## src/rtl/ir_fetch_queue.sv

```systemverilog
// ir_fetch_queue: instruction register fronted by a DEPTH-entry prefetch FIFO.
// Fetched words are queued as they are acknowledged. A load strobe moves the
// head word into the held instruction register, and the decoded fields are
// driven from that register. A flush empties the queue and invalidates the IR.
module ir_fetch_queue #(
    parameter int INST_W = 18,
    parameter int DEPTH  = 4,
    parameter int ADDR_W = 12
) (
    input  logic                       clk_i,
    input  logic                       rst_n_i,
    input  logic                       ack_i,
    input  logic [INST_W-1:0]          inst_i,
    output logic                       ready_o,
    input  logic                       ir_load_i,
    input  logic                       flush_i,
    output logic                       ir_valid_o,
    output logic [$clog2(DEPTH+1)-1:0] level_o,
    output logic                       ovf_o,
    output logic [2:0]                 op_o,
    output logic [2:0]                 func_o,
    output logic [2:0]                 rs_o,
    output logic [2:0]                 rs2_o,
    output logic [2:0]                 rd_o,
    output logic [2:0]                 count_o,
    output logic [7:0]                 immed_o,
    output logic [7:0]                 offset_o,
    output logic [7:0]                 disp_o,
    output logic [ADDR_W-1:0]          addr_o
);

    localparam int PTR_W = $clog2(DEPTH);
    localparam int LVL_W = $clog2(DEPTH + 1);
    localparam logic [LVL_W-1:0] LVL_FULL = LVL_W'(DEPTH);

    // Queue storage and state
    logic [INST_W-1:0] mem_r [DEPTH];
    logic [PTR_W-1:0]  wr_ptr_r;
    logic [PTR_W-1:0]  rd_ptr_r;
    logic [LVL_W-1:0]  level_r;
    logic              ready_r;
    logic              ovf_r;
    logic [INST_W-1:0] ir_r;
    logic              ir_valid_r;

    // Next-state values
    logic              push_s;
    logic              pop_s;
    logic              drop_s;
    logic [PTR_W-1:0]  wr_ptr_next_s;
    logic [PTR_W-1:0]  rd_ptr_next_s;
    logic [LVL_W-1:0]  level_next_s;
    logic              ovf_next_s;
    logic [INST_W-1:0] ir_next_s;
    logic              ir_valid_next_s;

    // Transfer qualification and next-state computation; flush overrides all.
    always_comb begin
        pop_s           = 1'b0;
        push_s          = 1'b0;
        drop_s          = 1'b0;
        wr_ptr_next_s   = wr_ptr_r;
        rd_ptr_next_s   = rd_ptr_r;
        level_next_s    = level_r;
        ovf_next_s      = ovf_r;
        ir_next_s       = ir_r;
        ir_valid_next_s = ir_valid_r;

        if (flush_i) begin
            // The IR keeps its contents; only the valid flag is cleared.
            wr_ptr_next_s   = {PTR_W{1'b0}};
            rd_ptr_next_s   = {PTR_W{1'b0}};
            level_next_s    = {LVL_W{1'b0}};
            ovf_next_s      = 1'b0;
            ir_valid_next_s = 1'b0;
        end else begin
            pop_s  = ir_load_i && (level_r != {LVL_W{1'b0}});
            // A full queue still accepts a word when the head leaves this cycle.
            push_s = ack_i && ((level_r != LVL_FULL) || pop_s);
            drop_s = ack_i && (level_r == LVL_FULL) && !pop_s;

            if (push_s) begin
                wr_ptr_next_s = wr_ptr_r + PTR_W'(1);
            end else begin
                wr_ptr_next_s = wr_ptr_r;
            end

            if (pop_s) begin
                // The IR always takes the old head, never the incoming word.
                rd_ptr_next_s = rd_ptr_r + PTR_W'(1);
                ir_next_s     = mem_r[rd_ptr_r];
            end else begin
                rd_ptr_next_s = rd_ptr_r;
                ir_next_s     = ir_r;
            end

            if (ir_load_i) begin
                // A load from an empty queue invalidates the IR but holds its bits.
                ir_valid_next_s = pop_s;
            end else begin
                ir_valid_next_s = ir_valid_r;
            end

            case ({push_s, pop_s})
                2'b10:   level_next_s = level_r + LVL_W'(1);
                2'b01:   level_next_s = level_r - LVL_W'(1);
                default: level_next_s = level_r;
            endcase

            if (drop_s) begin
                ovf_next_s = 1'b1;
            end else begin
                ovf_next_s = ovf_r;
            end
        end
    end

    // Control state registers; ready is registered from the next level.
    always_ff @(posedge clk_i or negedge rst_n_i) begin
        if (!rst_n_i) begin
            wr_ptr_r   <= {PTR_W{1'b0}};
            rd_ptr_r   <= {PTR_W{1'b0}};
            level_r    <= {LVL_W{1'b0}};
            ready_r    <= 1'b1;
            ovf_r      <= 1'b0;
            ir_r       <= {INST_W{1'b0}};
            ir_valid_r <= 1'b0;
        end else begin
            wr_ptr_r   <= wr_ptr_next_s;
            rd_ptr_r   <= rd_ptr_next_s;
            level_r    <= level_next_s;
            ready_r    <= (level_next_s != LVL_FULL);
            ovf_r      <= ovf_next_s;
            ir_r       <= ir_next_s;
            ir_valid_r <= ir_valid_next_s;
        end
    end

    // Queue storage: write the accepted word at the write pointer.
    always_ff @(posedge clk_i or negedge rst_n_i) begin
        if (!rst_n_i) begin
            for (int i = 0; i < DEPTH; i++) begin
                mem_r[i] <= {INST_W{1'b0}};
            end
        end else if (push_s) begin
            mem_r[wr_ptr_r] <= inst_i;
        end else begin
            mem_r[wr_ptr_r] <= mem_r[wr_ptr_r];
        end
    end

    // Status outputs come straight from registers.
    assign ready_o    = ready_r;
    assign level_o    = level_r;
    assign ovf_o      = ovf_r;
    assign ir_valid_o = ir_valid_r;

    // Field decode from the held IR; func moves to the low bits when op MSB is set.
    always_comb begin
        op_o  = ir_r[INST_W-1:INST_W-3];
        rd_o  = ir_r[INST_W-5:INST_W-7];
        rs_o  = ir_r[INST_W-8:INST_W-10];
        rs2_o = ir_r[7:5];
        count_o  = ir_r[7:5];
        immed_o  = ir_r[7:0];
        offset_o = ir_r[7:0];
        disp_o   = ir_r[7:0];
        addr_o   = ir_r[ADDR_W-1:0];
        if (ir_r[INST_W-1]) begin
            func_o = ir_r[2:0];
        end else begin
            func_o = ir_r[INST_W-2:INST_W-4];
        end
    end

endmodule

```

## config.mk

```make
export PLATFORM = sky130hd
export DESIGN_NAME = ir_fetch_queue
export DESIGN_NICKNAME = d
export VERILOG_FILES = /design/src/rtl/ir_fetch_queue.sv
export SDC_FILE = /design/constraint.sdc
export NUM_CORES = 1
export LEC_CHECK = 0
export ABC_CLOCK_PERIOD_IN_PS = 5800
export CELL_PAD_IN_SITES_DETAIL_PLACEMENT = 2
export CELL_PAD_IN_SITES_GLOBAL_PLACEMENT = 2
export CORE_MARGIN = 4
export CORE_UTILIZATION = 39
export CTS_CLUSTER_SIZE = 20
export DETAILED_ROUTE_END_ITERATION = 16
export PLACE_DENSITY_LB_ADDON = 0.2
export SLEW_MARGIN = 20
export SYNTH_ARGS = -nofsm -noshare
export SYNTH_HDL_FRONTEND = slang
export SYNTH_SLANG_ARGS = --single-unit
```

## constraint.sdc

```tcl
create_clock -name clk_i -period 5.8 [get_ports clk_i]
set_input_delay 1.16 -clock clk_i [delete_from_list [all_inputs] [get_ports clk_i]]
set_output_delay 1.16 -clock clk_i [all_outputs]
set_load 0.05 [all_outputs]
```

==> impl_metrics.env, run 1 <==
export IMPL_status="completed"
export IMPL_numPortBuffers=82
export IMPL_die_w_microns=126
export IMPL_critPathLaunchType="input port"
export IMPL_hold_class="reg2reg"
export IMPL_synth_top_cells_by_area="dfrtp_1, mux4_2, a31oi_1"
export IMPL_final_cells=660
export IMPL_cts_buffer_depth=2
export IMPL_start_util_pct=40.3
export IMPL_path_cells="clkdlybuf4s50_1 > or4b_4 > nand2_1 > ha_1 > fa_1 > xnor2_1 > or3_1 > a2111o_1"
export IMPL_gp_congestion=0.767
export IMPL_power_leakage_nw=2.31
export IMPL_power_total_w=0.00413
export IMPL_hold_start="ir_r[13]"
export IMPL_synth_distinct_cells=34
export IMPL_comb_power_share_pct=51.8
export IMPL_grt_pass1_vias=4372
export IMPL_final_cell_area_sq_um=6250
export IMPL_worstRegToRegCells=7
export IMPL_period_share_pct=62.2
export IMPL_multi_input_area_sq_um=2350
export IMPL_cp_slowest_cell="clkdlybuf4s50_1"
export IMPL_worstMarginPinSlew_ns=1.07
export IMPL_p_int_w=0.00224
export IMPL_synth_edf_count=0
export IMPL_tritoncts="built"
export IMPL_vias=3849
export IMPL_antenna_found_initial=0
export IMPL_clock_power_share_pct=14.8
export IMPL_vdd_drop_max_uv=226
export IMPL_area_delta_synth_final_pct=15.7
export IMPL_yosys_warnings=0
export IMPL_relSlewSlack_pct=28.9
export IMPL_drive_gt1_share_pct=19.6
export IMPL_cts_root_buf="clkbuf_16"
export IMPL_gr_total_overflow=0
export IMPL_fin_skew_ns=0.00669
export IMPL_synth_flop_cell="dfrtp_1"
export IMPL_drt_iter0_drc=152
export IMPL_hpwl_mm=10.1
export IMPL_postRouteAntennaNets=0
export IMPL_async_flop_share_pct=100
export IMPL_fillCellCount=1335
export IMPL_via_per_inst=5.83
export IMPL_post_route_min_period_ns=3.61
export IMPL_path_clk_slew_ns=0.07
export IMPL_finalSetupViolCount=0
export IMPL_critPathKind="in2reg"
export IMPL_hold_buffers=0
export IMPL_die_h_microns=126
export IMPL_fin_nets=509
export IMPL_critPathTopFamily="simple AND/OR/NAND/NOR gates"
export IMPL_ff2ff_setup_slack_ns=2.99
export IMPL_cp_arrival_ns=3.88
export IMPL_synth_area_leader_cell="dfrtp_1"
export IMPL_r2r_end="ready_o"
export IMPL_end_kind="flip-flop"
export IMPL_path_max_fanout=21
export IMPL_drc=0
export IMPL_grt_max_degree=56
export IMPL_wl_per_cell_microns=23.0
export IMPL_insertedDiodeCount=0
export IMPL_p_per_area_nw_per_um2=661
export IMPL_holdPathEnd="ir_r[13]"
export IMPL_seq_area_frac_synth_pct=46.3
export IMPL_yosysTopAreaCellShare_pct=45.8
export IMPL_cp_required_ns=6.07
export IMPL_yosysMostFrequentCell="dfrtp_1"
export IMPL_syn_nets=493
export IMPL_hold_viol=0
export IMPL_critPathMaxStageDelay_ns=0.61
export IMPL_dp_cells=645
export IMPL_critPathBufInv=1
export IMPL_ys_ff_latch=100
export IMPL_swShare_pct=45.8
export IMPL_cts_sinks=100
export IMPL_numCtsBuffers=9
export IMPL_grt_pass1_wl_mm=24.5
export IMPL_r2r_start="level_o[1]"
export IMPL_synth_common_cells="dfrtp_1, nor2_1, a31oi_1, buf_4, mux4_2"
export IMPL_setup_tns_ns=0
export IMPL_seq_power_share_pct=33.4
export IMPL_regArea_sq_um=2510
export IMPL_boundaryPins=83
export IMPL_track_usage_pct=19.7
export IMPL_cts_max_level=3
export IMPL_dieArea_sq_um=15800
export IMPL_rows=42
export IMPL_power_switching_w=0.00189
export IMPL_cts_resized=0
export IMPL_cap_violations=0
export IMPL_dpl_cell_area_sq_um=5970
export IMPL_routed_wl_mm=15.2
export IMPL_syn_instance_count=464
export IMPL_coreArea_sq_um=13400
export IMPL_avgSynthCellArea_sq_um=11.6
export IMPL_postCtsSetupRepairBufs=0
export IMPL_dr_pass1_iters=4
export IMPL_final_max_slew_viol_count=0
export IMPL_min_path_cells=1
export IMPL_synth_area_sq_um=5400
export IMPL_clock_latency_ns=0.35
export IMPL_fmax_ghz=0.277
export IMPL_rsz0062_at_grt="false"
worst reg2reg max path, cell delays in order (launching register included):
cell and delay, ns:
dfrtp_1 0.50, or4b_4 0.81, nand2_1 0.15, ha_1 0.21, fa_1 0.20, xnor2_1 0.09, or3_1 0.34, a2111o_1 0.43
flip-flops by register name, indices dropped and copies added (netlist names):
name        flops
ir_r           18
ir_valid_o      1
level_o         3
mem_r          72
ovf_o           1
rd_ptr_r        2
ready_o         1
wr_ptr_r        2
layer usage:
| metal | global-route usage (%) | vias to the layer above | wire length [microns] |
|---|---|---|---|
| li1 | - | 1690 | - |
| met1 | 24.4 | 2066 | 6450 |
| met2 | 35.0 | 81 | 8070 |
| met3 | 3.05 | 12 | 451 |
| met4 | 6.63 | 0 | 237 |
| met5 | 0 | - | 0 |
power by group through the flow:
stage | combinational [W] | clock, W | sequential, W
6_report | 0.00214 | 0.000611 | 0.00138
3_3_place_gp | 0.00208 | 0 | 0.00135
4_1_cts | 0.00216 | 0.000626 | 0.00139
2_1_floorplan | 0.00180 | 0 | 0.00127
3_5_place_dp | 0.00215 | 0 | 0.00140
5_1_grt | 0.00225 | 0.000656 | 0.00145
cells in the final DEF, fill, tap and decap left out, types with 4 or more instances in the layout:
master	netlist	routed
a21oi_1	5	5
a31oi_1	72	72
buf_4	57	9
clkbuf_16	0	9
clkdlybuf4s50_1	0	81
dfrtp_1	99	97
ha_1	5	4
inv_1	4	4
mux2_1	8	8
mux2_2	13	13
mux4_2	36	36
nand3_2	17	17
nor2_1	77	77
o21ai_1	18	18
stage by stage:
step                      worst slack, ns  util [%]  hold WS [ns]
after floorplan                      2.65         -         0.454
after global placement               1.94      44.5         0.472
after detailed placement             1.84      44.5         0.483
after CTS                            2.21      46.6         0.504
after global routing                 2.10      46.6         0.533
final                                2.19      46.6         0.495
worst max-delay path by stage:
stage / start / to / slack (ns) / cells past startpoint
final: ir_load_i / ready_o / 2.19 / 8
after global routing: ir_load_i / ready_o / 2.10 / 8
after CTS: ir_load_i / ready_o / 2.21 / 8
after detailed placement: ir_load_i / ready_o / 1.84 / 8
after global placement: ir_load_i / ready_o / 1.94 / 8
after floorplan: ir_load_i / ready_o / 2.65 / 8
kinds of logic (layout without fill, tap and decap cells):
group | after synthesis | count (layout) | synth area share, %
AND/OR/NAND/NOR | 106 | 106 | 10.1
multiplexers | 58 | 58 | 19.6
adder cells (fa/ha/maj) | 6 | 6 | 1.53
XOR/XNOR | 4 | 4 | 0.648
buffers and inverters | 89 | 109 | 10.6
AO/OA/AOI/OAI | 101 | 101 | 11.3
flip-flops | 100 | 100 | 46.3
area by class of cell:
class / count / area share [%]
Clock inverter: 2 / 0.560
Timing Repair Buffer: 90 / 14.1
Sequential cell: 100 / 40.1
Inverter: 4 / 0.240
Tap cell: 176 / 3.52
Multi-Input combinational cell: 275 / 37.5
Clock buffer: 13 / 4.00
Power figures use the tool's default switching activity.
==> run 2: changes to the inputs <==
--- a/config.mk
+++ b/config.mk
@@ -5,11 +5,11 @@
 export SDC_FILE = /design/constraint.sdc
 export NUM_CORES = 1
 export LEC_CHECK = 0
-export ABC_CLOCK_PERIOD_IN_PS = 5800
+export ABC_CLOCK_PERIOD_IN_PS = 3000
 export CELL_PAD_IN_SITES_DETAIL_PLACEMENT = 2
 export CELL_PAD_IN_SITES_GLOBAL_PLACEMENT = 2
 export CORE_MARGIN = 4
-export CORE_UTILIZATION = 39
+export CORE_UTILIZATION = 32
 export CTS_CLUSTER_SIZE = 20
 export DETAILED_ROUTE_END_ITERATION = 16
 export PLACE_DENSITY_LB_ADDON = 0.2
==> constraint.sdc (replaced) <==
create_clock -name clk_i -period 3 [get_ports clk_i]
set_input_delay 0.6 -clock clk_i [delete_from_list [all_inputs] [get_ports clk_i]]
set_output_delay 0.6 -clock clk_i [all_outputs]
set_load 0.05 [all_outputs]
==> impl_metrics.env, run 2 (same netlist as run 1, synthesis figures left out) <==
export IMPL_status="completed"
export IMPL_relSlewSlack_pct=47.0
export IMPL_critPathBufInv=1
export IMPL_final_common_cell="dfrtp_1"
export IMPL_path_max_fanout=4
export IMPL_fin_nets=524
export IMPL_cts_sinks=100
export IMPL_setup_tns_ns=0
export IMPL_power_total_w=0.00803
export IMPL_cp_arrival_ns=2.88
export IMPL_vdd_drop_max_uv=604
export IMPL_cp_required_ns=3.28
export IMPL_critPathTopFamily="simple AND/OR/NAND/NOR gates"
export IMPL_start_util_pct=32.6
export IMPL_drt_iter0_drc=178
export IMPL_routed_wl_mm=15.2
export IMPL_dieArea_sq_um=19000
export IMPL_gr_total_overflow=0
export IMPL_final_max_slew_viol_count=0
export IMPL_grt_max_degree=48
export IMPL_grt_pass1_wl_mm=24.2
export IMPL_postCtsSetupRepairBufs=0
export IMPL_grt_pass1_vias=4162
export IMPL_power_leakage_nw=2.40
export IMPL_coreArea_sq_um=16600
export IMPL_worstMarginPinSlew_ns=0.795
export IMPL_largest_register="mem_r"
export IMPL_drc=0
export IMPL_insertedDiodeCount=0
export IMPL_cts_resized=0
export IMPL_hpwl_mm=10.7
export IMPL_critPathMaxStageDelay_ns=0.50
export IMPL_dp_cells=704
export IMPL_fmax_ghz=0.384
export IMPL_path_cells="clkdlybuf4s50_1 > or4b_4 > nand2_1 > ha_1 > fa_1 > xnor2_1 > or3_1 > a2111o_1"
export IMPL_fin_skew_ns=0.00692
export IMPL_hold_class="in2async"
export IMPL_numCtsBuffers=9
export IMPL_end_kind="flip-flop"
export IMPL_cts_max_level=3
export IMPL_dr_pass1_iters=4
export IMPL_vias=3810
export IMPL_period_share_pct=86.7
export IMPL_wl_per_cell_microns=21.1
export IMPL_post_route_min_period_ns=2.60
export IMPL_track_usage_pct=16.8
export IMPL_tritoncts="built"
export IMPL_die_h_microns=138
export IMPL_cts_root_buf="clkbuf_16"
export IMPL_rows=47
export IMPL_gp_congestion=0.740
export IMPL_cp_slowest_cell="or4b_4"
export IMPL_cts_buffer_depth=2
export IMPL_cap_violations=0
export IMPL_path_clk_slew_ns=0.07
export IMPL_hold_buffers=0
export IMPL_final_cell_mix="dfrtp_1, clkdlybuf4s50_1, nor2_1"
export IMPL_via_per_inst=5.29
export IMPL_die_w_microns=138
export IMPL_p_per_area_nw_per_um2=1240
export IMPL_hold_viol=0
export IMPL_largest_register_ffs=72
export IMPL_clock_latency_ns=0.36
export IMPL_antenna_found_initial=0
export IMPL_area_delta_synth_final_pct=19.8
export IMPL_rsz0062_at_grt="false"
export IMPL_critPathKind="in2reg"
export IMPL_final_cells=720
export IMPL_critPathLaunchType="input port"
export IMPL_finalSetupViolCount=0
export IMPL_boundaryPins=83
export IMPL_drive_gt1_share_pct=22.2
export IMPL_postRouteAntennaNets=0
export IMPL_numPortBuffers=82
run 2: cell types whose count changed in the layout (fill, tap and decap cells not counted), moves of 2 or more:
cell / previous run / this run
buf_12: 0 / 3
clkbuf_8: 1 / 5
buf_4: 9 / 21
dfrtp_2: 2 / 0
dfrtp_1: 97 / 99
run 2: metal layers:
metal | vias up | track usage (%) | routed length, microns
met2 | 75 | 27.4 | 7230
met3 | 13 | 2.87 | 648
li1 | 1724 | - | -
met5 | - | 0 | 0
met1 | 1998 | 22.8 | 7070
met4 | 0 | 5.76 | 225
run 2: cell type report:
class                           instances  area [sq um]
Fill cell                            1710         10100
Sequential cell                       100          2500
Timing Repair Buffer                  105          1030
Tap cell                              220           275
Inverter                                4          15.0
Multi-Input combinational cell        275          2350
Clock buffer                           16           302
run 2: power breakdown:
group	leakage [nW]	total [W]	switching (W)	internal (W)
logic	1.15	0.00424	0.00253	0.00172
registers	1.11	0.00258	0.000594	0.00199
clock network	0.149	0.00120	0.000526	0.000679
run 2: worst register-to-register path, cell delays in order (launching register included):
cell and delay [ns]:
dfrtp_1 0.51, o31ai_1 0.40, inv_1 0.09, ha_1 0.22
fa_1 0.38, xnor2_1 0.15, or3_1 0.34, a2111o_1 0.42
run 2: through the flow:
step                util, %  hold WS, ns  worst slack (ns)  cell area, sq um
finish                 39.0        0.198             0.398              6470
global route           39.0        0.230             0.290              6470
CTS                    39.0        0.214             0.379              6470
detailed placement     37.2        0.484           0.00444              6170
global placement       37.2        0.480            0.0771              6170
floorplan                 -        0.304             0.219              5400
run 2: worst paths after layout:
kind                            start  slack [ns]   endpoint  cells after the start
setup reg to reg           level_o[1]        0.42    ready_o                      7
hold reg to reg              ir_r[12]        0.49   ir_r[12]                      1
min in group clk_i           ir_r[12]        0.49   ir_r[12]                      1
hold / removal                rst_n_i        0.20    ir_r[9]                      1
max in group asynchronous     rst_n_i        2.12  mem_r[48]                      2
setup / recovery            ir_load_i        0.40    ready_o                      8
